[src/rtl/sub_pipe_nbit.sv]
`default_nettype none
// ============================================================================
//  Module   : sub_pipe_nbit
//  Brief    : Pipelined N-bit subtractor D = A - B - Bin. The borrow chain
//             is cut into SEG-bit segments with one register stage each.
//             Operand slices are skewed on entry and result slices deskewed
//             on exit so every bit of D leaves together. Also provides the
//             unsigned borrow-out, signed overflow and zero flags, a valid
//             qualifier and a global stall (en).
//  Revision : 1.0 - initial release
// ============================================================================
module sub_pipe_nbit #(
    parameter int WIDTH = 32,
    parameter int SEG   = 8
) (
    input  logic             clk,
    input  logic             rst,
    input  logic             en,
    input  logic             in_valid,
    input  logic [WIDTH-1:0] A,
    input  logic [WIDTH-1:0] B,
    input  logic             Bin,
    output logic             out_valid,
    output logic [WIDTH-1:0] D,
    output logic             B_out,
    output logic             V,
    output logic             Z
);

    localparam int c_nstg = WIDTH / SEG;

    // A partial top segment would silently drop operand bits.
    if ((SEG < 1) || (WIDTH % SEG != 0)) begin : g_bad_width
        $error("sub_pipe_nbit: WIDTH (%0d) must be a non-zero multiple of SEG (%0d)", WIDTH, SEG);
    end

    // Borrow registered by each stage, consumed by the next stage.
    logic r_bor [c_nstg];
    // Valid bit travelling alongside each stage.
    logic r_vld [c_nstg];
    // Signed-overflow flag, produced by the top segment.
    logic r_v;

    // Valid shift register: advances only when en is high.
    always_ff @(posedge clk) begin
        if (rst) begin
            for (int i = 0; i < c_nstg; i++) r_vld[i] <= 1'b0;
        end else if (en) begin
            r_vld[0] <= in_valid;
            for (int i = 1; i < c_nstg; i++) r_vld[i] <= r_vld[i-1];
        end
    end

    for (genvar j = 0; j < c_nstg; j++) begin : g_seg
        logic [SEG-1:0] w_a_s;
        logic [SEG-1:0] w_b_s;
        logic           w_bor_in;
        logic [SEG:0]   w_diff;
        logic [SEG-1:0] r_res;
        logic [SEG-1:0] w_res_out;

        if (j == 0) begin : g_noskew
            assign w_a_s    = A[SEG-1:0];
            assign w_b_s    = B[SEG-1:0];
            assign w_bor_in = Bin;
        end else begin : g_skew
            // Segment j must wait j stages for the borrow from below.
            logic [SEG-1:0] r_a_dly [j];
            logic [SEG-1:0] r_b_dly [j];

            // Operand skew line for this segment.
            always_ff @(posedge clk) begin
                if (rst) begin
                    for (int i = 0; i < j; i++) begin
                        r_a_dly[i] <= '0;
                        r_b_dly[i] <= '0;
                    end
                end else if (en) begin
                    r_a_dly[0] <= A[j*SEG +: SEG];
                    r_b_dly[0] <= B[j*SEG +: SEG];
                    for (int i = 1; i < j; i++) begin
                        r_a_dly[i] <= r_a_dly[i-1];
                        r_b_dly[i] <= r_b_dly[i-1];
                    end
                end
            end

            assign w_a_s    = r_a_dly[j-1];
            assign w_b_s    = r_b_dly[j-1];
            assign w_bor_in = r_bor[j-1];
        end

        // Top bit of the (SEG+1)-bit difference is set iff it went negative.
        assign w_diff = {1'b0, w_a_s} - {1'b0, w_b_s} - {{SEG{1'b0}}, w_bor_in};

        // Segment result and borrow register.
        always_ff @(posedge clk) begin
            if (rst) begin
                r_res    <= '0;
                r_bor[j] <= 1'b0;
            end else if (en) begin
                r_res    <= w_diff[SEG-1:0];
                r_bor[j] <= w_diff[SEG];
            end
        end

        if (j < c_nstg - 1) begin : g_deskew
            localparam int c_depth = c_nstg - 1 - j;
            logic [SEG-1:0] r_res_dly [c_depth];

            // Result deskew line so this slice lines up with the top one.
            always_ff @(posedge clk) begin
                if (rst) begin
                    for (int i = 0; i < c_depth; i++) r_res_dly[i] <= '0;
                end else if (en) begin
                    r_res_dly[0] <= r_res;
                    for (int i = 1; i < c_depth; i++) r_res_dly[i] <= r_res_dly[i-1];
                end
            end

            assign w_res_out = r_res_dly[c_depth-1];
        end else begin : g_top
            assign w_res_out = r_res;

            // Overflow: operand signs differ and the result sign left A's sign.
            always_ff @(posedge clk) begin
                if (rst) begin
                    r_v <= 1'b0;
                end else if (en) begin
                    r_v <= (w_a_s[SEG-1] != w_b_s[SEG-1]) &&
                           (w_diff[SEG-1] != w_a_s[SEG-1]);
                end
            end
        end

        assign D[j*SEG +: SEG] = w_res_out;
    end

    assign out_valid = r_vld[c_nstg-1];
    assign B_out     = r_bor[c_nstg-1];
    assign V         = r_v;
    assign Z         = (D == '0);

endmodule
`default_nettype wire
[config.mk]
export PLATFORM = sky130hd
export DESIGN_NAME = sub_pipe_nbit
export DESIGN_NICKNAME = d
export VERILOG_FILES = /design/src/rtl/sub_pipe_nbit.sv
export SDC_FILE = /design/constraint.sdc
export NUM_CORES = 1
export LEC_CHECK = 0
export ABC_CLOCK_PERIOD_IN_PS = 6100
export BUFFER_PORTS_ARGS = -buffer_cell sky130_fd_sc_hd__buf_2
export CAP_MARGIN = 20
export CORE_MARGIN = 2
export CORE_UTILIZATION = 40
export DETAILED_ROUTE_END_ITERATION = 8
export PLACE_DENSITY = 0.66
export REMOVE_ABC_BUFFERS = 1
export SLEW_MARGIN = 20
export SYNTH_ARGS = -nofsm -noshare
export SYNTH_HDL_FRONTEND = slang
export SYNTH_SLANG_ARGS = --single-unit
[constraint.sdc]
create_clock -name clk -period 6.1 [get_ports clk]
set_clock_uncertainty 0.05 [all_clocks]
set_input_delay 1.22 -clock clk [delete_from_list [all_inputs] [get_ports clk]]
set_output_delay 1.22 -clock clk [all_outputs]
set_load 0.01 [all_outputs]
Word-level counts from Yosys, hierarchy flattened
Memory sizes are Yosys's and may differ from the RTL's.
Index checks and enable logic that the tools add are counted.
{ "word_totals": {"mem_count": 11, "elab_cells": 88, "out_inout_bits": 36, "in_bits": 69, "mem_bits_rw": 152, "register_bits": 33} }
{ "mem_list": {"columns": ["name", "words", "word_bits", "read_ports", "rd_ports_with_merged_regs", "write_ports", "line", "text"], "rows": [
  ["g_seg[0].g_deskew.r_res_dly", 3, 8, 3, 0, 3, "109", "logic [SEG-1:0] r_res_dly [c_depth];"],
  ["g_seg[3].g_skew.r_a_dly", 3, 8, 3, 0, 3, "68", "logic [SEG-1:0] r_a_dly [j];"],
  ["g_seg[3].g_skew.r_b_dly", 3, 8, 3, 0, 3, "69", "logic [SEG-1:0] r_b_dly [j];"],
  ["g_seg[1].g_deskew.r_res_dly", 2, 8, 2, 0, 2, "109", null],
  ["g_seg[2].g_skew.r_a_dly", 2, 8, 2, 0, 2, "68", null],
  ["g_seg[2].g_skew.r_b_dly", 2, 8, 2, 0, 2, "69", null],
  ["+5 memories", null, null, null, null, null, null, null]
]} }
{ "classes": {"add_sub_neg": 8, "eq_ne": 2, "n_mux": 34, "n_bitwise": 23, "reduce_logical": 5} }
{ "ops": {"columns": ["cell", "count"], "rows": [
  ["$mux W8", 18],
  ["$sub A8 B8 Y9", 4],
  ["$sub A9 B1 Y9", 4],
  ["$logic_not A32 Y1", 1],
  ["$reduce_or A8 Y1", 3],
  ["$or A1 B1 Y1", 23],
  ["$mux W1", 16],
  ["$ne A1 B1 Y1", 2],
  ["$logic_and A1 B1 Y1", 1]
]} }

Depth between registers and ports, before layout
Gate-level depths: netlist of run 1.
{ "depth": {"ltp_word": 5, "ltp_mapped": 9, "ltp_nobuf": 9} }

Worst setup path before layout of run 1
Ideal clock, no wire load.
{ "synth_path": {"kind": "input to register", "startpoint": "input rst", "endpoint": "memory g_seg[0].g_deskew.r_res_dly[0][0], enable pin", "arrival_ns": 4.491, "stages": 3, "setup_slack_ns": 1.054, "path_buffers": 1, "required_ns": 5.545, "setup_ns": 0.505, "cell_sequence": "clkbuf_1 > nor2_1 > inv_1"} }
{ "synth_lines": {"columns": ["item", "line", "text"], "rows": [
  ["from (decl)", "17", "input logic rst,"],
  ["to (decl)", "109", null]
]} }

==> metrics.md, run 1 <==
| Metric | Value |
|---|---|
| # fillers | `2,018` |
| Adder and majority gate portion of the synthesized area | `0.09639` |
| Cell Rows | `54` |
| M1 WL | `6318 um` |
| CTS tree | `built` |
| HPWL Detailed | `9712 um` |
| CP Max Fanout | `67` |
| Post-Route WL | `about 14,000 um` |
| Max Fclk | `between 200 and 300 MHz` |
| DRC | `0` |
| Top layer reached by signal wires | `met4` |
| Ys async rst share | `0` |
| Slew headroom | `0.3620` |
| EDFF count, synth | `approximately 150` |
| First-pass GRT wire length | `around 24,000 um` |
| Syn avg cell area | `between 10 and 15 um2` |
| Vias in the first global route | `slightly below 5,000` |
| Post-synth design cell area | `around 8900 um2` |
| CP cell instances | `buf_2 > nor2_1 > inv_6 > buf_4` |
| Top FF cell, synth | `edfxtp_1` |
| Die W | `roughly 150 um` |
| DR iter-0 viols | `around 290` |
| DR WL/cell | `roughly 13 um` |
| Die Area | `23,540 um2` |
| Num CTS Buffers | `17` |
| 1st-pass router iterations | `4` |
| Initial antenna violation count | `0` |
| Post-synthesis mux area share | `0.01457` |
| Count of final setup violators | `0` |
| Io pins | `105` |
| Outcome | `finished clean` |
| RSZ-0062 raised after global routing | `no` |
| Skew-Pair Late Insertion Delay | `roughly 0.43 ns` |
| Post-Synth Simple-Gate Area | `0.1690` |
| Total track usage | `0.1297` |
| Hold-fix buffers at CTS | `0` |
| Met3 wire length | `800 um` |
| Routed length on met2 | `7133 um` |
| Max stage delay cell, worst path | `buf_4` |
| GP Congestion | `approximately 0.80` |
| Worst EP required | `6.11 ns` |
| Area Growth Syn to Fin | `14.54%` |
| Worst Max-Slew Pin Slew | `approximately 0.96 ns` |
| Cells after Synth | `between 700 and 800` |
| Max cap viols | `0` |
| Critical path type | `primary input to flip-flop` |
| Synth Register Bits | `between 150 and 200` |
| Worst hold path class | `flip-flop to flip-flop` |
| Synth Area in Compound Gates | `0.04735` |
| Worst path max stage delay | `0.65 ns` |
| Static leakage | `4.453 nW` |
| Most common cell after layout, fill and taps aside | `edfxtp_1` |
| ANT cells | `0` |
| Max Buffers Root-to-Sink | `2` |
| PD cells | `~300 nW/um2` |
| Vias | `5,037` |
| Post-synthesis xor/xnor area fraction | `0.02508` |
| Final design utilization | `0.4673` |
| Yosys warnings | `0` |
| DP Cell Count | `about 1,100` |
| Fin cells | `1,108` |
| Startpoint types | `primary input` |
| Crit. End Element | `flip-flop` |
| Vias per std cell | `approximately 4.5` |
| Port Buf Inserts | `about 100` |
| Die height | `between 150 and 200 um` |
| Initial core utilization | `0.4080` |
| Min Tclk post-route | `between 3 and 4 ns` |
| Final worst path period share | `0.5658` |
| Fin Setup TNS | `0 ns` |
| Most frequent cells in the layout | `152 x edfxtp_1, 148 x and2_1, 104 x buf_2` |
| Clock sinks | `between 150 and 200` |
| Reg clk slew, reported paths | `~0.06 ns` |
| Largest net degree at the start of global routing | `between 100 and 150` |
| Final Max Slew Viols | `0` |
| WP data arrival | `approximately 3.5 ns` |
| Synth unique cells | `a little under 50` |
| Combinational family with the most area after synthesis | `simple AND/OR/NAND/NOR gates` |
| Root Driver | `clkbuf_16` |
| Setup bufs post-CTS | `0` |
| Overall Power | `roughly 3.2 mW` |
| Remaining Overflow, GRT | `0` |
| CTS H-tree lvls | `4` |
| Post-route ant nets | `0` |
| Share of cells above drive strength 1 | `0.1751` |
| Post_cts resized | `0` |
| Hold_ws | `around 0.42 ns` |
| Core footprint | `roughly 22,000 um2` |
| Final Hold Viols | `0` |
| Sequential-to-total area share from yosys stat | `0.5850` |
| Nets | `roughly 950` |
| Maximum vdd ir drop | `0.2488 mV` |
registers in the layout, indices dropped and copies added (netlist names):
signal,count
r_vld,4
g_seg.g_deskew.r_res_dly,48
g_seg.g_skew.r_b_dly,48
r_bor,4
g_seg.g_skew.r_a_dly,48
g_seg.r_res,32
V,1
per-layer routing:
metal / vias to the layer above / global-route usage
met4: 0 / 0.03932
met3: 12 / 0.04650
met1: 2308 / 0.1560
met5: - / 0
li1: 2636 / -
met2: 81 / 0.2192
synthesized netlist by cell type (4+ instances only):
cell type	n	area share
and2_1	148	0.10
nand4_1	8	0.0056
nand2b_1	13	0.0091
nor3b_1	4	0.0034
a31oi_1	5	0.0035
a21oi_1	7	0.0039
a21o_1	6	0.0050
inv_1	87	0.037
nor3_1	7	0.0039
nand2_1	15	0.0063
o21ai_0	4	0.0022
mux2i_1	13	0.015
xor2_1	8	0.0078
xnor2_1	15	0.015
edfxtp_1	152	0.51
o22ai_1	4	0.0028
dfxtp_1	33	0.074
nor2_1	37	0.016
clkbuf_1	25	0.011
buf_4	16	0.013
a211oi_1	11	0.0092
ha_1	56	0.078
fa_1	8	0.018
nor4_1	8	0.0056
worst max-delay path, delay by kind of cell:
kind	cells	cell delay, ns
buffers and inverters	3	1.81
AND/OR/NAND/NOR	1	0.40
path summary, 6_finish.rpt:
| path | startpoint | endpoint | slack, ns | depth (start not counted) |
|---|---|---|---|---|
| max | rst | g_seg[3].g_skew.r_b_dly[0][18] | 2.65 | 4 |
| min | V | V | 0.42 | 1 |
| max reg2reg | r_bor[1] | r_bor[2] | 3.22 | 8 |
| min reg2reg | V | V | 0.42 | 1 |
through the flow:
| stage | instance area [um2] | worst slack [ns] |
|---|---|---|
| floorplan | 8698 | 1.022 |
| global placement | 9612 | 2.145 |
| detailed placement | 9612 | 2.131 |
| CTS | 10230 | 2.582 |
| global route | 10230 | 2.357 |
| finish | 10230 | 2.649 |
power by group:
group	internal, mW	switching, mW
sequential	1.48	0.0422
combinational	0.219	0.261
clock	0.708	0.439
cell families after synthesis:
family	after synthesis
AND/OR/NAND/NOR	259
multiplexers	13
XOR/XNOR	24
flip-flops	185
buffers and inverters	132
adder cells (fa/ha/maj)	64
AO/OA/AOI/OAI	56
area by class of cell:
cell class              instances  area, um2  share of cell area
repair buffers                108      550.5             0.05382
flip-flops and latches        185       5225              0.5108
inverters                      87      331.6             0.03241
well taps                     280      350.3             0.03425
clock inverters                 7      142.6             0.01394
multi-input cells             416       3154              0.3083
clock buffers                  25      475.5             0.04648
Power figures use the tool's default switching activity.
==> inputs of run 2 (changes only) <==
Settings changed: ABC_CLOCK_PERIOD_IN_PS 6100 to 3400.
Clock period 6.1 ns to 3.4 ns, I/O delays scaled along.
==> run 2 against run 1 <==
  * Power grew 78%
  * Combinational power grew 81%
  * Largest cell class unchanged
  * Clock-buffer cell count shrank 6
  * Worst setup slack lost 2.0 ns
==> metrics.md, run 2 (same netlist as run 1, synthesis figures left out) <==
| Metric | Value |
|---|---|
| Outcome | `finished clean (unchanged)` |
| Max cap viols | `0 (unchanged)` |
| Final worst path period share | `0.8127` |
| CTS H-tree lvls | `4 (unchanged)` |
| DR WL/cell | `13.12 um (was 13.02 um)` |
| Critical path type | `flip-flop to flip-flop (was primary input to flip-flop)` |
| Die W | `153.4 um (unchanged)` |
| Initial core utilization | `0.4080 (unchanged)` |
| Die height | `153.4 um (unchanged)` |
| Grt met2 use | `0.2243 (was 0.2192)` |
| # fillers | `2,064 (was 2,018)` |
| Worst Max-Slew Pin Slew | `0.8769 ns (was 0.9571 ns)` |
| Min Tclk post-route | `2.763 ns` |
| Vias per std cell | `4.620 (was 4.546)` |
| Hold-fix buffers at CTS | `0 (unchanged)` |
| Root Driver | `clkbuf_16 (unchanged)` |
| Core footprint | `21,890 um2 (unchanged)` |
| Io pins | `105 (unchanged)` |
| WP data arrival | `2.89 ns (was 3.46 ns)` |
| Most frequent cells in the layout | `152 x edfxtp_1, 148 x and2_1, 104 x buf_2 (unchanged)` |
| Initial antenna violation count | `1 (was 0)` |
| HPWL Detailed | `9965 um (was 9712 um)` |
| PD cells | `546.8 nW/um2 (was 308.5 nW/um2)` |
| Count of final setup violators | `0 (unchanged)` |
| Final design utilization | `0.4690 (was 0.4673)` |
| R2R setup slack | `0.64 ns (was 3.22 ns)` |
| Post_cts resized | `0 (unchanged)` |
| Worst EP required | `3.53 ns (was 6.11 ns)` |
| Slew headroom | `0.4132 (was 0.3620)` |
| Reg clk slew, reported paths | `0.07 ns (was 0.06 ns)` |
| DR iter-0 viols | `256 (was 291)` |
| Vias | `5,142 (was 5,037)` |
| CTS tree | `built (unchanged)` |
| Die Area | `23,540 um2 (unchanged)` |
| 1st-pass router iterations | `4 (unchanged)` |
| DRC | `0 (unchanged)` |
| Most common cell after layout, fill and taps aside | `edfxtp_1 (unchanged)` |
| Largest net degree at the start of global routing | `99 (was 129)` |
| Hold_ws | `0.4269 ns (was 0.4233 ns)` |
| Top Usage Layer GRT | `met2 (unchanged)` |
| Clock sinks | `185 (unchanged)` |
| Post-route ant nets | `0 (unchanged)` |
| Top flop regs | `g_seg.g_deskew.r_res_dly: 48 flops, g_seg.g_skew.r_a_dly: 48 flops, g_seg.g_skew.r_b_dly: 48 flops (unchanged)` |
| Final Max Slew Viols | `0 (unchanged)` |
| Num CTS Buffers | `17 (unchanged)` |
| CP cell instances | `inv_1 > fa_1 > fa_1 > nand2b_1 > a2111oi_0 > o31ai_1 > xor2_1 > nor2_1 (was buf_2 > nor2_1 > inv_6 > buf_4)` |
| Final Hold Viols | `0 (unchanged)` |
| Post-Route WL | `14,600 um (was 14,430 um)` |
| Startpoint types | `flip-flop (was primary input)` |
| Share of cells above drive strength 1 | `0.1839 (was 0.1751)` |
| Total track usage | `0.1296 (was 0.1297)` |
| Crit. End Element | `flip-flop (unchanged)` |
| Port Buf Inserts | `104 (unchanged)` |
| Skew-Pair Late Insertion Delay | `0.42 ns (was 0.43 ns)` |
| Worst hold path class | `flip-flop to flip-flop (unchanged)` |
| Worst path max stage delay | `0.64 ns (was 0.65 ns)` |
| Max Buffers Root-to-Sink | `2 (unchanged)` |
| First-pass GRT wire length | `23,980 um (was 23,830 um)` |
| CP Buf/Inv Count | `1 (was 3)` |
| Delay-heaviest family, CP | `adder cells (was buffers and inverters)` |
| Nets | `952 (was 948)` |
| Most used cell, CP | `fa_1` |
| Met1 GRT Util | `0.1531 (was 0.1560)` |
| GP Congestion | `0.7670 (was 0.7989)` |
| Maximum vdd ir drop | `0.2924 mV (was 0.2488 mV)` |
| Static leakage | `4.474 nW (was 4.453 nW)` |
| Max Fclk | `around 360 MHz` |
| Area Growth Syn to Fin | `14.96% (was 14.54%)` |
| Max stage delay cell, worst path | `a2111oi_0 (was buf_4)` |
| RSZ-0062 raised after global routing | `no (unchanged)` |
| Cell Rows | `54 (unchanged)` |
| Setup bufs post-CTS | `0 (unchanged)` |
| Remaining Overflow, GRT | `0 (unchanged)` |
| Met3 Track Usage GR | `0.04253 (was 0.04650)` |
| CP Max Fanout | `3 (was 67)` |
| Vias in the first global route | `4,864 (was 4,908)` |
==> run 2: cell types whose count changed in the layout (fill, tap and decap cells not counted), sizes merged <==
cell      previous run  this run
clkinv               0         2
clkinvlp             3         4
bufinv               4         3
inv                 87        91
buf                108       112
clkbuf              25        19
diode                0         1
==> run 2: per-stage QoR <==
stage / setup WS, ns / cells / total power [mW] / setup TNS (ns) / cell area (um2)
after floorplan: -1.138 / 688 / 3.403 / -282.98 / 8698
after global placement: 0.6870 / 1080 / 3.645 / 0 / 9667
after detailed placement: 0.6903 / 1080 / 3.668 / 0 / 9667
after CTS: 0.6565 / 1112 / 5.687 / 0 / 10260
after global routing: 0.3892 / 1112 / 5.902 / 0 / 10260
final: 0.6369 / 1113 / 5.614 / 0 / 10270
==> run 2: path summary, 6_finish.rpt <==
| kind | end | cells past startpoint | from |
|---|---|---|---|
| max reg2reg | r_bor[2] | 8 | r_bor[1] |
| min reg2reg | g_seg[0].r_res[1] | 2 | g_seg[0].r_res[1] |
| max | r_bor[2] | 8 | r_bor[1] |
| min | g_seg[0].r_res[1] | 2 | g_seg[0].r_res[1] |
==> run 2: worst min-delay path, stage by stage, from the launching register on <==
cell      delay, ns
dfxtp_1        0.31
nor2_1         0.08
a211oi_1       0.05
==> run 2: layer usage <==
metal  vias to the layer above  part of all wire
li1                       2654                 -
met1                      2389              0.43
met5                         -                 0
met3                        12             0.057
met4                         0             0.012
met2                        87              0.50
==> run 2: report_power, final <==
| part | leakage [nW] | internal, mW | switching, mW |
|---|---|---|---|
| clock | 0.281 | 1.16 | 0.847 |
| sequential | 1.94 | 2.66 | 0.0704 |
| combinational | 2.25 | 0.399 | 0.472 |
| total | 4.47 | 4.23 | 1.39 |
==> run 2: final cells by class <==
cell class              instances  area, um2  share of cell area
repair buffers                112      605.6             0.05898
flip-flops and latches        185       5225              0.5089
clock buffers                  19      432.9             0.04216
inverters                      87      331.6             0.03229
multi-input cells             416       3154              0.3072
well taps                     280      350.3             0.03412
diodes                          1      2.502           0.0002437
clock inverters                13      165.2             0.01609
